**src/rtl/uart_tx_arbiter.sv**
```systemverilog
// -----------------------------------------------------------------------------
// uart_tx_arbiter
//   Packet-locked round-robin arbiter that funnels byte streams from NUM_REQ
//   requesters into a single UART transmitter. A granted requester keeps the
//   transmitter until its last byte goes out or it stalls for TIMEOUT cycles.
//   After every byte the block waits for the transmitter to go busy and come
//   back idle, so a byte is never issued twice.
//
//   Optional feature: define UART_ARB_TAG_EN to prefix every packet with a
//   header byte {4'hA, 1'b0, grant_id}.
//
// Ports
//   clk, rst_n      clock, asynchronous active-low reset
//   req_data        byte i of requester i at [8i+7:8i]
//   req_valid       requester i presents a byte
//   req_last        the presented byte ends its packet
//   req_ready       byte of requester i accepted this cycle
//   tx_data         byte to the UART transmitter
//   tx_data_valid   tx_data is valid (a transfer when high)
//   tx_data_ready   transmitter idle and able to accept a byte
//   grant_id        index of the current owner
//   busy            arbiter is not idle
// -----------------------------------------------------------------------------
module uart_tx_arbiter #(
    parameter int          NUM_REQ = 4,
    parameter logic [15:0] TIMEOUT = 16'd50000
) (
    input  logic                 clk,
    input  logic                 rst_n,
    input  logic [NUM_REQ*8-1:0] req_data,
    input  logic [NUM_REQ-1:0]   req_valid,
    input  logic [NUM_REQ-1:0]   req_last,
    output logic [NUM_REQ-1:0]   req_ready,
    output logic [7:0]           tx_data,
    output logic                 tx_data_valid,
    input  logic                 tx_data_ready,
    output logic [2:0]           grant_id,
    output logic                 busy
);

    typedef enum logic [2:0] {
        ST_IDLE    = 3'd0,
`ifdef UART_ARB_TAG_EN
        ST_HDR     = 3'd1,
`endif
        ST_SEND    = 3'd2,
        ST_WAIT_LO = 3'd3,
        ST_WAIT_HI = 3'd4
    } state_t;

    state_t       state_r,      state_s;
    logic [2:0]   grant_r,      grant_s;
    logic [2:0]   last_owner_r, last_owner_s;
    logic [15:0]  stall_r,      stall_s;
    logic         last_flag_r,  last_flag_s;

    logic [2:0]         rr_winner_s;
    logic               rr_found_s;
    logic [7:0]         sel_data_s;
    logic               sel_valid_s;
    logic               sel_last_s;
    logic [7:0]         tx_data_s;
    logic               tx_valid_s;
    logic [NUM_REQ-1:0] req_ready_s;

    // Round-robin search: first valid requester starting at last_owner+1.
    always_comb begin
        logic take_v;
        take_v      = 1'b0;
        rr_found_s  = 1'b0;
        rr_winner_s = 3'd0;
        for (int k = 1; k <= NUM_REQ; k++) begin
            for (int i = 0; i < NUM_REQ; i++) begin
                take_v      = !rr_found_s && req_valid[i] &&
                              (i == ((int'(last_owner_r) + k) % NUM_REQ));
                rr_winner_s = take_v ? 3'(i) : rr_winner_s;
                rr_found_s  = rr_found_s | take_v;
            end
        end
    end

    // AND-OR mux selecting the granted requester's byte, valid and last.
    always_comb begin
        logic hit_v;
        hit_v       = 1'b0;
        sel_data_s  = 8'h00;
        sel_valid_s = 1'b0;
        sel_last_s  = 1'b0;
        for (int i = 0; i < NUM_REQ; i++) begin
            hit_v       = (grant_r == 3'(i));
            sel_data_s  = sel_data_s | (req_data[i*8 +: 8] & {8{hit_v}});
            sel_valid_s = sel_valid_s | (req_valid[i] & hit_v);
            sel_last_s  = sel_last_s | (req_last[i] & hit_v);
        end
    end

    // Next-state and output decode.
    always_comb begin
        state_s      = state_r;
        grant_s      = grant_r;
        last_owner_s = last_owner_r;
        stall_s      = stall_r;
        last_flag_s  = last_flag_r;
        tx_data_s    = 8'h00;
        tx_valid_s   = 1'b0;
        req_ready_s  = '0;
        case (state_r)
            ST_IDLE: begin
                if (rr_found_s) begin
                    grant_s = rr_winner_s;
                    stall_s = 16'd0;
`ifdef UART_ARB_TAG_EN
                    state_s = ST_HDR;
`else
                    state_s = ST_SEND;
`endif
                end else begin
                    state_s = ST_IDLE;
                end
            end
`ifdef UART_ARB_TAG_EN
            ST_HDR: begin
                tx_data_s  = {4'hA, 1'b0, grant_r};
                tx_valid_s = tx_data_ready;
                if (tx_data_ready) begin
                    // Payload follows the header, so nothing is "last" yet.
                    last_flag_s = 1'b0;
                    state_s     = ST_WAIT_LO;
                end else begin
                    state_s = ST_HDR;
                end
            end
`endif
            ST_SEND: begin
                tx_data_s  = sel_data_s;
                tx_valid_s = sel_valid_s & tx_data_ready;
                for (int i = 0; i < NUM_REQ; i++) begin
                    req_ready_s[i] = tx_valid_s & (grant_r == 3'(i));
                end
                if (tx_valid_s) begin
                    last_flag_s = sel_last_s;
                    stall_s     = 16'd0;
                    state_s     = ST_WAIT_LO;
                end else if (!sel_valid_s) begin
                    if (stall_r == (TIMEOUT - 16'd1)) begin
                        // Owner went silent: revoke without sending anything.
                        last_owner_s = grant_r;
                        stall_s      = 16'd0;
                        state_s      = ST_IDLE;
                    end else begin
                        stall_s = stall_r + 16'd1;
                    end
                end else begin
                    state_s = ST_SEND;
                end
            end
            ST_WAIT_LO: begin
                // Transmitter must visibly take the byte before we move on.
                if (!tx_data_ready) begin
                    state_s = ST_WAIT_HI;
                end else begin
                    state_s = ST_WAIT_LO;
                end
            end
            ST_WAIT_HI: begin
                if (tx_data_ready) begin
                    if (last_flag_r) begin
                        last_owner_s = grant_r;
                        state_s      = ST_IDLE;
                    end else begin
                        stall_s = 16'd0;
                        state_s = ST_SEND;
                    end
                end else begin
                    state_s = ST_WAIT_HI;
                end
            end
            default: begin
                state_s = ST_IDLE;
            end
        endcase
    end

    // State and bookkeeping registers.
    always_ff @(posedge clk or negedge rst_n) begin
        if (!rst_n) begin
            state_r      <= ST_IDLE;
            grant_r      <= 3'd0;
            last_owner_r <= 3'd0;
            stall_r      <= 16'd0;
            last_flag_r  <= 1'b0;
        end else begin
            state_r      <= state_s;
            grant_r      <= grant_s;
            last_owner_r <= last_owner_s;
            stall_r      <= stall_s;
            last_flag_r  <= last_flag_s;
        end
    end

    assign tx_data       = tx_data_s;
    assign tx_data_valid = tx_valid_s;
    assign req_ready     = req_ready_s;
    assign grant_id      = grant_r;
    assign busy          = (state_r != ST_IDLE);

endmodule

```
**config.mk**
```make
export PLATFORM = sky130hd
export DESIGN_NAME = uart_tx_arbiter
export DESIGN_NICKNAME = d
export VERILOG_FILES = /design/src/rtl/uart_tx_arbiter.sv
export SDC_FILE = /design/constraint.sdc
export NUM_CORES = 1
export LEC_CHECK = 0
export CAP_MARGIN = 40
export CORE_ASPECT_RATIO = 1.5
export CORE_UTILIZATION = 44
export CTS_CLUSTER_SIZE = 8
export DETAILED_ROUTE_END_ITERATION = 10
export PLACE_DENSITY = 0.8
export SYNTH_ARGS = -nofsm -noshare
export SYNTH_HDL_FRONTEND = slang
export SYNTH_SLANG_ARGS = --single-unit
export TNS_END_PERCENT = 100
```
**constraint.sdc**
```tcl
create_clock -name clk -period 2.8 [get_ports clk]
set_clock_uncertainty 0.05 [all_clocks]
set_input_delay 0.42 -clock clk [delete_from_list [all_inputs] [get_ports clk]]
set_output_delay 0.42 -clock clk [all_outputs]
set_load 0.02 [all_outputs]
```
==> out/metrics.csv, run 1 <==
stage,metric,value,unit
setup_path,RR Endpoint,stall_r[12]$_DFFE_PN0P_,
clocking,Worst-Skew Late Latency,270,ps
final_layout,Ant. Diodes,0,
drt,DRT Pass-1 Iters,4,
sta,Max Fclk,0.372,GHz
floorplanning,top-level I/O count,60,
drt,Starting DRT DRC Count,50,
setup_path,CP dominant cell by count,clkdlybuf4s50_1,
final_layout,final core utilization,64.2,%
sta,worst slew pin tran,692,ps
sta,max-slew violations,0,
setup_path,"critical path fanouts, max",4,
power_and_ir_drop,maximum vdd drop,0.000525,V
clocking,CTS Hold Bufs,0,
setup_path,CP Launch Type,input pin,
place,# placed instances,285,
clocking,"Reg clk slew, reported paths",90,ps
final_layout,"commonest non-fill, non-tap cell in the layout",clkdlybuf4s50_1,
clocking,# clock sinks,24,
grt,vias in the first global route,1809,
setup_path,Critical Path AT,2220,ps
grt,first-pass GRT wire length,7840,um
place,post-DP HPWL,3700,um
logic_synthesis,Syn Inst Count,179,
outcome,status,completed,
clocking,root buf cell,clkbuf_8,
logic_synthesis,Yosys Warn Count,0,
clocking,CTS Buf Count,3,
sta,crit share post-route,96.1,%
floorplanning,Die Ht,80.6,um
final_layout,area occupied by multi-input gates,0.00114,sq mm
logic_synthesis,Syn Nets,223,
drt,number of routed nets with antenna violations,0,
final_layout,final net count,289,
clocking,Clock H-tree levels,1,
logic_synthesis,Seq cells post-synth,24,
sta,setup TNS,0,ps
logic_synthesis,synth unique cells,56,
logic_synthesis,asr flop ratio synth,100,%
worst_hold_path,worst hold path type,input pin to async pin,
setup_path,R2R depth,7,
floorplanning,Die Area,0.00439,sq mm
drt,"wirelength, routed",4710,um
setup_path,"delay-heaviest family, CP",buffers and inverters,
logic_synthesis,"EDFF count, synth",0,
sta,Rel. slew slack,53.5,%
grt,GRT Util Overall,24.3,%
logic_synthesis,Mean Syn Cell Area,10.1,sq um
final_layout,Sequential Area,601,sq um
setup_path,RR Startpoint,grant_id[0]$_DFFE_PN0P_,
drt,via/cell ratio,6.05,
setup_path,"Cell Chain, Critical Path",clkdlybuf4s50_1 > mux4_2 > nand3_1 > inv_1 > nand2_1 > nor2_1 > clkdlybuf4s50_1,
grt,initial antenna violation count,0,
power_and_ir_drop,Leakage Power,1.04,nW
floorplanning,Site Rows,28,
final_layout,fillers,320,
place,Port Buffers,58,
setup_path,Crit Path Class,input pin to primary output,
setup_path,CP endpoint kind,primary output,
drt,post-route DRC violation count,0,
final_layout,fin cells,288,
final_layout,most frequent cells in the layout,"56 x clkdlybuf4s50_1, 24 x dfrtp_1, 19 x nand2_1",
floorplanning,Die X,54.4,um
final_layout,area delta synth->final,40.1,%
floorplanning,Starting Density,45.8,%
setup_path,WP buf/inv,3,
clocking,CTS tree,done,
logic_synthesis,sequential share of the synthesized area,33.1,%
setup_path,CP max stage delay,530,ps
drt,via count,1743,
setup_path,Slowest cell on crit path,clkdlybuf4s50_1,
grt,largest net degree at the start of global routing,25,
logic_synthesis,ys flop type,dfrtp_1,
final_layout,layout cell share with drive strength beyond 1,16.5,%
job,max_cap viols,0,
grt,gr ovfl total,0,
sta,unrepaired setup endpoints after global routing,false,
setup_path,WP data required,2330,ps
sta,final setup fails,0,
setup_path,Reg2Reg Setup Slack,630,ps
sta,"Hold Violations, Final",0,
logic_synthesis,"Cell Area, Synth",0.00181,sq mm
sta,Period minus WS final,2690,ps
sta,Final WS setup,109,ps
drt,Routed WL per cell,16.4,um
place,pre-CTS setup slack,12.2,ps
place,Placer Congestion,0.789,
power_and_ir_drop,Power Density,827,mW/mm^2
floorplanning,Core ar.,0.00396,sq mm
power_and_ir_drop,total power,2.10,mW
clocking,clk buf depth,2,
area by class of cell:
cell class,count,share of cell area [%]
Clock buffer,3,1.63
Tap cell,45,2.22
Multi-Input combinational cell,140,44.7
Timing Repair Buffer,72,27.2
Sequential cell,24,23.6
Inverter,4,0.591
worst register-to-register path: stages, from the launching register on:
cell and delay, ps:
dfrtp_1 420, mux4_2 550, buf_4 180, nand3b_1 110, nand3b_1 210, buf_4 240
a22oi_1 210, o41ai_2 100
cell families after synthesis:
kind of cell	synth area share, %
simple gates	26.7
compound gates	19.5
flops	33.1
buf+inv	4.21
mux	15.5
fa+ha+maj	0.690
other cells	0.207
worst max-delay path by stage:
stage / from / end / slack [ps] / cells after the start
2_1_floorplan: grant_id[0]$_DFFE_PN0P_ / tx_data[3] / 600 / 4
3_3_place_gp: req_valid[3] / req_ready[3] / 90 / 6
3_5_place_dp: req_valid[1] / req_ready[3] / 10 / 6
4_1_cts: req_valid[1] / req_ready[2] / 2 / 6
5_1_grt: req_valid[1] / req_ready[0] / 30 / 6
6_report: req_valid[1] / req_ready[1] / 110 / 7
per-stage QoR:
stage / hold slack [ps] / instance area [sq um]
after floorplan: 74.4 / 1810
after global placement: 470 / 2490
after detailed placement: 481 / 2490
after CTS: 462 / 2530
after global routing: 494 / 2540
final: 451 / 2540
repair_timing:
item | CTS | global route
endpoints found under the setup margin | 0 | 2
resized for setup | 0 | 2
setup buffers | 0 | 0
synthesized netlist by cell type, types with 4 or more instances:
| master | n | area share [%] |
|---|---|---|
| a22o_1 | 7 | 3.4 |
| o311ai_2 | 4 | 3.6 |
| mux4_2 | 7 | 8.7 |
| nand4_1 | 4 | 1.4 |
| nand3_1 | 12 | 3.3 |
| inv_1 | 4 | 0.83 |
| clkbuf_1 | 6 | 1.2 |
| dfrtp_1 | 24 | 33 |
| nand2_1 | 19 | 3.9 |
| o21ai_0 | 8 | 2.2 |
| nor3_1 | 5 | 1.4 |
| nor2_1 | 7 | 1.4 |
| and2_1 | 8 | 2.8 |
registers in the layout (all words and copies together), names as in the netlist:
register,count
state_r,3
last_owner_r,2
grant_id,2
stall_r,16
last_flag_r,1
report_power, final:
part | switching [mW] | internal (mW) | total (mW)
logic | 0.709 | 0.684 | 1.39
clock network | 0.111 | 0.0963 | 0.207
registers | 0.0873 | 0.412 | 0.500
total | 0.907 | 1.19 | 2.10
metal layers:
metal | vias up | track usage (%) | part of all wire [%]
li1 | 820 | - | -
met1 | 842 | 26.0 | 39
met2 | 71 | 43.4 | 52
met3 | 10 | 5.11 | 6.7
met4 | 0 | 10.3 | 2.7
met5 | - | 0 | 0
(Power assumes the default switching activity.)
==> inputs of run 2 (changes only) <==
MAX_ROUTING_LAYER = met4   (was default)
==> out/metrics.csv, run 2 (synthesized netlist as in run 1, its figures left out) <==
stage,metric,value,unit
outcome,status,completed,
floorplanning,Die Ht,80.6,um
power_and_ir_drop,combinational power share,66.4,%
clocking,Worst-Skew Late Latency,270,ps
setup_path,CP Launch Type,input pin,
floorplanning,Die Area,0.00439,sq mm
drt,"wirelength, routed",4680,um
setup_path,"critical path fanouts, max",4,
power_and_ir_drop,Net Sw Power,0.904,mW
grt,vias in the first global route,1809,
clocking,# clock sinks,24,
power_and_ir_drop,Power Density,826,mW/mm^2
grt,GR met2 Demand/Resource,43.3,%
final_layout,flip-flop count of the largest register after layout,16,
sta,Rel. slew slack,53.9,%
drt,post-route DRC violation count,0,
place,Placer Congestion,0.800,
floorplanning,Site Rows,28,
worst_hold_path,worst hold path type,input pin to async pin,
power_and_ir_drop,internal power,1.19,mW
grt,M1 GR Usage,27.0,%
final_layout,final net count,289,
grt,largest net degree at the start of global routing,25,
drt,via count,1724,
clocking,CTS Hold Bufs,0,
drt,number of routed nets with antenna violations,0,
drt,Starting DRT DRC Count,33,
clocking,Post-CTS Resized,0,
setup_path,R2R depth,7,
power_and_ir_drop,Leakage Power,1.04,nW
final_layout,area occupied by multi-input gates,0.00114,sq mm
sta,Final WS setup,108,ps
final_layout,Top reg by flops,stall_r,
sta,Fin Hold WS,454,ps
final_layout,fillers,320,
power_and_ir_drop,maximum vdd drop,0.000522,V
final_layout,Ant. Diodes,0,
final_layout,area delta synth->final,40.1,%
floorplanning,Die X,54.4,um
clocking,Clock H-tree levels,1,
clocking,Post-CTS Setup Inserts,0,
power_and_ir_drop,share of power burned in the clock network,9.7,%
drt,via/cell ratio,5.99,
grt,GRT Util Overall,25.0,%
power_and_ir_drop,Seq pwr share,23.8,%
grt,GRT met3 Usage,3.98,%
setup_path,Critical Path AT,2220,ps
clocking,root buf cell,clkbuf_8,
floorplanning,top-level I/O count,60,
setup_path,WP data required,2330,ps
drt,Routed WL per cell,16.2,um
sta,final setup fails,0,
setup_path,CP endpoint kind,primary output,
clocking,CTS tree,done,
sta,Max Fclk,0.371,GHz
grt,Most Crowded Layer GR,met2,
final_layout,biggest regs,"stall_r: 16 flops, state_r: 3 flops",
place,post-DP HPWL,3700,um
final_layout,"commonest non-fill, non-tap cell in the layout",clkdlybuf4s50_1,
grt,first-pass GRT wire length,7860,um
sta,crit share post-route,96.1,%
sta,setup TNS,0,ps
grt,gr ovfl total,0,
clocking,CTS Buf Count,3,
grt,initial antenna violation count,0,
power_and_ir_drop,total power,2.10,mW
clocking,"Reg clk slew, reported paths",80,ps
final_layout,final core utilization,64.2,%
floorplanning,Starting Density,45.8,%
floorplanning,Core ar.,0.00396,sq mm
sta,worst slew pin tran,686,ps
drt,DRT Pass-1 Iters,4,
clocking,clk buf depth,2,
sta,max-slew violations,0,
sta,"Hold Violations, Final",0,
power_and_ir_drop,Sw Ratio,43.1,%
sta,unrepaired setup endpoints after global routing,false,
job,max_cap viols,0,
place,pre-CTS setup slack,12.2,ps
sta,Period minus WS final,2690,ps
final_layout,Sequential Area,601,sq um
setup_path,Crit Path Class,input pin to primary output,
final_layout,most frequent cells in the layout,"56 x clkdlybuf4s50_1, 24 x dfrtp_1, 19 x nand2_1",
place,Port Buffers,58,
final_layout,layout cell share with drive strength beyond 1,16.5,%
[run 2: cell counts in the layout (fill, tap and decap cells not counted)]
No cell type changed its count.
[run 2: critical path, stage by stage]
cell and delay [ps]:
clkdlybuf4s50_1 430, mux4_2 490, nand3_1 130, inv_1 100
nand2_1 80, nor2_1 40, clkdlybuf4s50_1 530
[run 2: metal layers]
| layer | vias up | part of all wire [%] |
|---|---|---|
| li1 | 822 | - |
| met3 | 10 | 6.2 |
| met2 | 71 | 52 |
| met4 | 0 | 2.6 |
| met1 | 821 | 39 |
| met5 | - | 0 |
[run 2: layout make-up]
| class | instances | area share, % |
|---|---|---|
| multi-input cells | 140 | 44.7 |
| repair buffers | 72 | 27.2 |
| flip-flops and latches | 24 | 23.6 |
| well taps | 45 | 2.22 |
| clock buffers | 3 | 1.63 |
| inverters | 4 | 0.591 |
[run 2: final timing paths]
kind                       slack, ps                    start                       to
min reg2reg                      490  stall_r[14]$_DFFE_PN0P_  stall_r[14]$_DFFE_PN0P_
min                              450                    rst_n   stall_r[7]$_DFFE_PN0P_
min in group clk                 490  stall_r[14]$_DFFE_PN0P_  stall_r[14]$_DFFE_PN0P_
max in group asynchronous       2000                    rst_n  grant_id[1]$_DFFE_PN0P_
max reg2reg                      630  grant_id[0]$_DFFE_PN0P_  stall_r[12]$_DFFE_PN0P_
max                              110             req_valid[1]             req_ready[1]
[run 2: metrics by stage]
step / cells / instance area, sq um
2_1_floorplan: 179 / 1810
3_3_place_gp: 285 / 2490
3_5_place_dp: 285 / 2490
4_1_cts: 288 / 2530
5_1_grt: 288 / 2540
6_report: 288 / 2540
[run 2: power by group through the flow]
| stage | Sequential, mW | Clock [mW] | Combinational [mW] |
|---|---|---|---|
| final | 0.499 | 0.204 | 1.39 |
| after CTS | 0.498 | 0.210 | 1.40 |
| after global routing | 0.511 | 0.221 | 1.51 |
| after global placement | 0.502 | 0 | 1.37 |
| after floorplan | 0.485 | 0 | 0.909 |
| after detailed placement | 0.502 | 0 | 1.40 |
